**src/rtl/tn_bus_pkg.sv**
```systemverilog
// Shared types for the SERV memory arbiter slice.
// Arbiter states, grant owner and the IO address decode helper.
package tn_bus_pkg;

   typedef enum logic [1:0] {
      IDLE    = 2'd0,
      ISSUE   = 2'd1,
      CAPTURE = 2'd2
   } arb_state_t;

   typedef enum logic {
      GNT_IBUS = 1'b0,
      GNT_DBUS = 1'b1
   } grant_t;

   function automatic logic is_io(input logic [31:0] adr,
                                  input logic [4:0]  sel_bit);
      return adr[sel_bit];
   endfunction

endpackage

```
**src/rtl/tn_mem_arbiter.sv**
```systemverilog
// Shares one synchronous RAM between SERV ibus and dbus,
// with a small GPIO output register on the dbus IO window.
module tn_mem_arbiter
   import tn_bus_pkg::*;
#(
   parameter int RAM_AW     = 8,
   parameter int IO_SEL_BIT = 8,
   parameter int GPIO_W     = 3
) (
   input  logic              clk,
   input  logic              i_rst,
   input  logic [31:0]       ibus_adr,
   input  logic              ibus_cyc,
   output logic [31:0]       ibus_rdt,
   output logic              ibus_ack,
   input  logic [31:0]       dbus_adr,
   input  logic [31:0]       dbus_dat,
   input  logic [3:0]        dbus_sel,
   input  logic              dbus_we,
   input  logic              dbus_cyc,
   output logic [31:0]       dbus_rdt,
   output logic              dbus_ack,
   output logic [RAM_AW-1:0] ram_addr,
   output logic              ram_ce,
   output logic [3:0]        ram_we,
   output logic [31:0]       ram_wdata,
   input  logic [31:0]       ram_rdata,
   output logic [GPIO_W-1:0] gpio_out
);

   localparam logic [4:0] IO_BIT = IO_SEL_BIT[4:0];

   arb_state_t state;
   grant_t     last_grant;
   grant_t     gnt;
   logic       io_q;
   logic       we_q;
   logic       sel0_q;

   logic ib_el;
   logic db_el;
   logic pick_d;
   logic d_io;
   logic unused_adr;

   // A requester whose ack is high this cycle is still holding cyc
   // for the finished transfer, so it must not be granted again.
   assign ib_el  = ibus_cyc & ~ibus_ack;
   assign db_el  = dbus_cyc & ~dbus_ack;
   assign pick_d = db_el & (~ib_el | (last_grant == GNT_IBUS));
   assign d_io   = is_io(dbus_adr, IO_BIT);

   assign unused_adr = ^{ibus_adr[31:RAM_AW+2], ibus_adr[1:0]};

   always_ff @(posedge clk) begin
      if (i_rst) begin
         state      <= IDLE;
         last_grant <= GNT_DBUS;
         gnt        <= GNT_IBUS;
         io_q       <= 1'b0;
         we_q       <= 1'b0;
         sel0_q     <= 1'b0;
         ibus_ack   <= 1'b0;
         dbus_ack   <= 1'b0;
         ibus_rdt   <= '0;
         dbus_rdt   <= '0;
         ram_addr   <= '0;
         ram_ce     <= 1'b0;
         ram_we     <= 4'h0;
         ram_wdata  <= '0;
         gpio_out   <= '0;
      end else begin
         ibus_ack <= 1'b0;
         dbus_ack <= 1'b0;
         unique case (state)
            IDLE: begin
               if (ib_el | db_el) begin
                  state     <= ISSUE;
                  ram_wdata <= dbus_dat;
                  we_q      <= dbus_we;
                  sel0_q    <= dbus_sel[0];
                  if (pick_d) begin
                     gnt        <= GNT_DBUS;
                     last_grant <= GNT_DBUS;
                     io_q       <= d_io;
                     ram_addr   <= dbus_adr[RAM_AW+1:2];
                     ram_ce     <= ~d_io;
                     ram_we     <= (dbus_we & ~d_io) ? dbus_sel : 4'h0;
                  end else begin
                     gnt        <= GNT_IBUS;
                     last_grant <= GNT_IBUS;
                     io_q       <= 1'b0;
                     ram_addr   <= ibus_adr[RAM_AW+1:2];
                     ram_ce     <= 1'b1;
                     ram_we     <= 4'h0;
                  end
               end
            end
            ISSUE: begin
               ram_ce <= 1'b0;
               ram_we <= 4'h0;
               state  <= CAPTURE;
            end
            CAPTURE: begin
               state <= IDLE;
               if (gnt == GNT_IBUS) begin
                  ibus_rdt <= ram_rdata;
                  ibus_ack <= 1'b1;
               end else begin
                  dbus_ack <= 1'b1;
                  if (io_q) begin
                     if (!we_q)
                        dbus_rdt <= 32'(gpio_out);
                     else if (sel0_q)
                        gpio_out <= ram_wdata[GPIO_W-1:0];
                  end else if (!we_q) begin
                     dbus_rdt <= ram_rdata;
                  end
               end
            end
            default: state <= IDLE;
         endcase
      end
   end

endmodule

```
**config.mk**
```make
export PLATFORM = sky130hd
export DESIGN_NAME = tn_mem_arbiter
export DESIGN_NICKNAME = d
export VERILOG_FILES = /design/src/rtl/tn_bus_pkg.sv /design/src/rtl/tn_mem_arbiter.sv
export SDC_FILE = /design/constraint.sdc
export NUM_CORES = 1
export LEC_CHECK = 0
export BUFFER_PORTS_ARGS = -buffer_cell sky130_fd_sc_hd__buf_2
export CAP_MARGIN = 20
export CORE_MARGIN = 2
export CORE_UTILIZATION = 35
export CTS_BUF_LIST = sky130_fd_sc_hd__clkbuf_8
export DETAILED_ROUTE_END_ITERATION = 16
export PLACE_DENSITY_LB_ADDON = 0.08
export SYNTH_ARGS = -nofsm -noshare
export SYNTH_HDL_FRONTEND = slang
export SYNTH_SLANG_ARGS = --single-unit
```
**constraint.sdc**
```tcl
create_clock -name clk -period 3.6 [get_ports clk]
set_input_delay 0.18 -clock clk [delete_from_list [all_inputs] [get_ports clk]]
set_output_delay 0.18 -clock clk [all_outputs]
set_load 0.05 [all_outputs]
```
# Word-level counts from Yosys, hierarchy flattened
# Index checks and enable logic that the tools add are counted.
# classes
eq_ne	3
muxes	17
n_bitwise	14
reduce_logical	8
# op_table
cell	n
2-to-1 mux 32 bit	3
2-to-1 mux 4 bit	3
2-to-1 mux 8 bit	1
inverter 1 bit	8
one-hot mux 4 bit (2 select lines)	1
2-to-1 mux 1 bit	6
AND reduction 2 bit	3
AND reduction 5 bit	1
bitwise AND 1 bit	4
one-hot mux 2 bit (2 select lines)	1
AND reduction 3 bit	1
equality test 2 x 1 -> 1 bit (second input constant)	1
equality test 2 bit (second input constant)	1
logical NOT 2 bit	1
2-to-1 mux 2 bit	1
inequality test 2 bit (second input constant)	1
bitwise OR 1 bit	2
one-hot mux 1 bit (2 select lines)	1
nonzero test 2 bit	1
OR reduction 2 bit	1
# totals
register_bits	121
inputBits	137
out_inout_bits	114
word_cells	57

# Logic depth before layout (Yosys ltp)
# logic_depth
word_depth	8
mapped_depth	6
ltp_nobuf	4

# Worst setup path after synthesis
# OpenSTA, ideal clock, no wires.
# synth_path
path_type	flip-flop to flip-flop
start	register dbus_ack
end	register ram_addr[3]
setup_time_ns	0.137
arrival_time_ns	1.456
required_ns	3.463
slack_ns	2.007
stages_incl_launch_ff	7
n_path_buf	2
period_less_slack_ns	1.593
path_cell_list	dfxtp_1 -> nand2b_1 -> a211o_1 -> buf_6 -> buf_6 -> a21oi_2 -> a211oi_2
# synth_via
elab_chain_len	4
word_cells_on_any_way	6
cone_classes	mux: 1; bitwise: 4; reduce/logical: 1
# synth_rtl
element	line_no	rtl
from (decl)	tn_mem_arbiter.sv:22	output logic dbus_ack,
from (signal assigned)	tn_mem_arbiter.sv:64	dbus_ack <= 1'b0;
from (signal assigned)	tn_mem_arbiter.sv:74	dbus_ack <= 1'b0;
from (signal assigned)	tn_mem_arbiter.sv:110	dbus_ack <= 1'b1;
inverter 1 bit *	tn_mem_arbiter.sv:49	assign db_el = dbus_cyc & ~dbus_ack;
bitwise AND 1 bit *	tn_mem_arbiter.sv:49	
bitwise AND 1 bit or bitwise OR 1 bit (tied branches)	tn_mem_arbiter.sv:50, tn_mem_arbiter.sv:77	
2-to-1 mux 8 bit or AND reduction 2 bit (tied branches)	--	
to (signal assigned)	tn_mem_arbiter.sv:86	ram_addr <= dbus_adr[RAM_AW+1:2];
to (signal assigned)	tn_mem_arbiter.sv:93	ram_addr <= ibus_adr[RAM_AW+1:2];
to (decl)	tn_mem_arbiter.sv:23	output logic [RAM_AW-1:0] ram_addr,
# Every way passes the cells marked *; elsewhere a longest branch is shown, timed or not.
# A chain may end at the register's enable or synchronous reset.

# Worst setup path after layout
# layout_path
start	register state[0]
end	register dbus_rdt[31]
# layout_via
elab_chain_len	2
# layout_rtl
element	line_no	rtl
from (decl)	tn_mem_arbiter.sv:33	arb_state_t state;
from (signal assigned)	tn_mem_arbiter.sv:57	state <= IDLE;
from (signal assigned)	tn_mem_arbiter.sv:78	state <= ISSUE;
from (signal assigned)	tn_mem_arbiter.sv:102	state <= CAPTURE;
equality test 2 bit	tn_mem_arbiter.sv:75	unique case (state)
AND reduction 3 bit (no source line)	--	
to (signal assigned)	tn_mem_arbiter.sv:113	dbus_rdt <= 32'(gpio_out);
to (signal assigned)	tn_mem_arbiter.sv:117	dbus_rdt <= ram_rdata;
to (decl)	tn_mem_arbiter.sv:21	output logic [31:0] dbus_rdt,
# Every way passes these cells.

==> key figures <==
GRT
  – Largest net degree at the start of global routing: slightly below 80
  – All-Layer GR Usage: 19.0%
  – Number of global-route vias before repair: between 4,000 and 5,000
  – First-pass GRT wire length: 21.1 mm
  – Total gr overflow: 0
  – Initial antenna violation count: 0

Synth
  – Post-synth EDFFs: 0
  – Mapped Cells: 531
  – Top_reg_cell synth: dfxtp_1
  – Register area share after synthesis: 53.8%
  – Largest area contributor in the synthesized netlist: dfxtp_1
  – Avg Cell Area, Syn: 8.48 um2
  – Number of synthesis warnings: 0
  – Synth cell types: 33
  – Synthesized net count: 668
  – Synth top area share: a little over half
  – Yosys reg bits: 121
  – Synth area leaders: dfxtp_1, nand2_1, a21oi_1
  – Post-Syn Area: 0.00450 mm2
  – Fraction of registers with async set/reset: 0%

Setup path
  – Critical-path cell list: nand3b_4, or2_1, nand2_1, a21oi_1
  – CP required: 3.94 ns
  – Setup CP Type: reg -> reg
  – Worst path slowest cell: or2_1
  – Data arrival time of the worst path: between 2 and 2.5 ns
  – Slowest stage delay, CP: 0.81 ns
  – Worst-path maximum fanout: 29
  – Launching point of the worst reg2reg path: state[0]
  – CP startpoint kind: flip-flop
  – CP endpoint kind: flip-flop
  – Crit path from: state[0]

Clock tree
  – Clock Tree Root: clkbuf_8
  – Cts bufs inserted: 17
  – CTS tree: built
  – Clk slew on worst S/H paths: ~0.07 ns
  – Clock Latency Late Sink: 0.42 ns
  – Postcts setup bufs: 0
  – Post-CTS resize count: 0
  – Sink Count: 121
  – Htree depth: 4
  – CTS max path bufs: 2
  – Cts hold-fix bufs: 76

Drt
  – Iteration-0 DRC count of the detailed router: 216
  – Drt pass-1 iters: 4
  – Post-DRT Antenna Nets: 0
  – Routed WL: ~13 mm
  – Vias per cell: between 4 and 5
  – Wirelength per Cell: roughly 14 um
  – DRC: 0
  – Routed vias: 4,542

Place
  – Final Wtd Congestion: between 0.7 and 0.8
  – Placed cells: 872
  – Placed cell areas: 0.00559 mm2
  – DP Worst Slack: between 1.5 and 2 ns
  – I/O Buffers: between 200 and 250
  – DP HPWL: roughly 8.3 mm

Power and ir drop
  – Tot Pwr: 3.09 mW
  – Worst vdd ir: about 0.00022 V
  – PD cells: ~460 mW/mm2
  – Leak: 3.01 nW

Timing
  – Fin. Hold Viols: 0
  – Tcrit/Tclk final: 52.1%
  – Relative slew slack: 29.5%
  – Setup violations, final: 0
  – RSZ-0062 raised after global routing: no
  – Setup ws final: 1.72 ns
  – Final setup TNS: 0 ns
  – Final min period: between 1.5 and 2 ns
  – Final Skew: a little over 0.006 ns
  – Slew Limit Fails: 0
  – Worst Tran Pin Value: 1.06 ns
  – Achievable frequency: 533 MHz

Cells and area
  – Fill cell count: around 1,200
  – Share of layout cells above drive strength 1: 30.5%
  – Post-route design area: around 0.0067 mm2
  – Area Overhead vs Synth: 48.7%
  – Final #Nets: 932
  – Final Non-Filler Cells: 979
  – Diode count: 0

Hold path
  – Worst min path class: in -> reg
  – Hold_sp: dbus_we

Floorplanning
  – Row cnt: slightly above 40
  – Core area: 0.0126 mm2
  – Die W: approximately 120 um
  – Ports: 251
  – Die ar.: roughly 0.014 mm2
  – Die Y: ~120 um
  – Initial Util: around 36%

Job
  – # Max-Cap Violations: 0

Outcome
  – Outcome: complete, no violations
==> worst paths after layout <==
| path | endpoint | slack, ns | cells after the start |
|---|---|---|---|
| worst max register to register | dbus_rdt[31] | 1.72 | 4 |
| worst max-delay path | dbus_rdt[31] | 1.72 | 4 |
| worst min-delay path | we_q | 0.05 | 3 |
| worst min register to register | dbus_rdt[16] | 0.45 | 2 |
==> worst max-delay path: cells and delay by family, from the launching register on <==
| family | cells | cell delay, ns |
|---|---|---|
| and+or+nand+nor | 3 | 1.14 |
| DFF | 1 | 0.46 |
| AOI/OAI and AO/OA | 1 | 0.18 |
==> routing by layer <==
| layer | vias up | wire length [um] | GRT usage [%] |
|---|---|---|---|
| li1 | 2290 | - | - |
| met1 | 2092 | 5980 | 23.4 |
| met2 | 150 | 6370 | 29.8 |
| met3 | 10 | 907 | 7.10 |
| met4 | 0 | 131 | 7.91 |
| met5 | - | 0 | 0 |
==> cells in the mapped netlist (2+ instances only) <==
cell type	number
nand2_1	174
dfxtp_1	121
a21oi_1	102
nand3b_1	31
nor2_1	20
clkbuf_1	15
buf_2	14
a211oi_1	6
mux2i_1	6
a211oi_2	4
a22o_1	4
buf_1	4
buf_6	4
a21oi_2	3
nand3_1	3
buf_4	2
nand2b_1	2
==> report_power, final <==
part           internal [mW]  leakage (nW)  switching [mW]
combinational          0.203          1.82           0.413
clock                  0.544         0.203           0.488
sequential              1.41         0.986          0.0380
==> sequential cells by signal, summed over array words and instances (netlist names), 2 cells and up <==
name and cells:
dbus_rdt 32, ibus_rdt 32, ram_wdata 32, ram_addr 8, ram_we 4, gpio_out 3, state 2
==> cell usage in the layout (no fill, tap or decap), types with 2 or more instances in the layout <==
cell type,n
nand3_1,3
nor2_1,20
buf_4,6
buf_2,201
a211oi_1,6
a211oi_2,4
nand3b_1,31
mux2i_1,6
clkinv_2,2
nand2b_1,2
dfxtp_1,121
a22o_1,4
inv_1,8
clkbuf_8,22
nand2_1,174
dlygate4sd3_1,76
a21oi_2,3
a21oi_1,102
==> cell families (layout without fill, tap and decap cells) <==
| kind of cell | after synthesis | after routing | share of synthesized area (%) |
|---|---|---|---|
| buf+inv | 40 | 316 | 4.56 |
| simple gates | 240 | 240 | 24.3 |
| flops | 121 | 121 | 53.8 |
| mux | 6 | 6 | 1.33 |
| compound gates | 124 | 124 | 16.0 |
==> cell type report <==
| cell class | instances | area, um2 | area share [%] |
|---|---|---|---|
| clock buffers | 22 | 303 | 4.52 |
| clock inverters | 9 | 36.3 | 0.542 |
| inverters | 1 | 3.75 | 0.0561 |
| multi-input cells | 370 | 1880 | 28.1 |
| flip-flops and latches | 121 | 2420 | 36.2 |
| well taps | 172 | 215 | 3.21 |
| repair buffers | 284 | 1830 | 27.4 |
==> per-stage QoR <==
stage                     utilization [%]  hold WS (ns)
after floorplan                         -         0.306
after global routing                 53.3       0.00998
after detailed placement             44.5         0.392
final                                53.3        0.0472
after CTS                            53.3       0.00320
after global placement               44.4         0.390
Note: power is estimated with default switching activity, not from simulation.
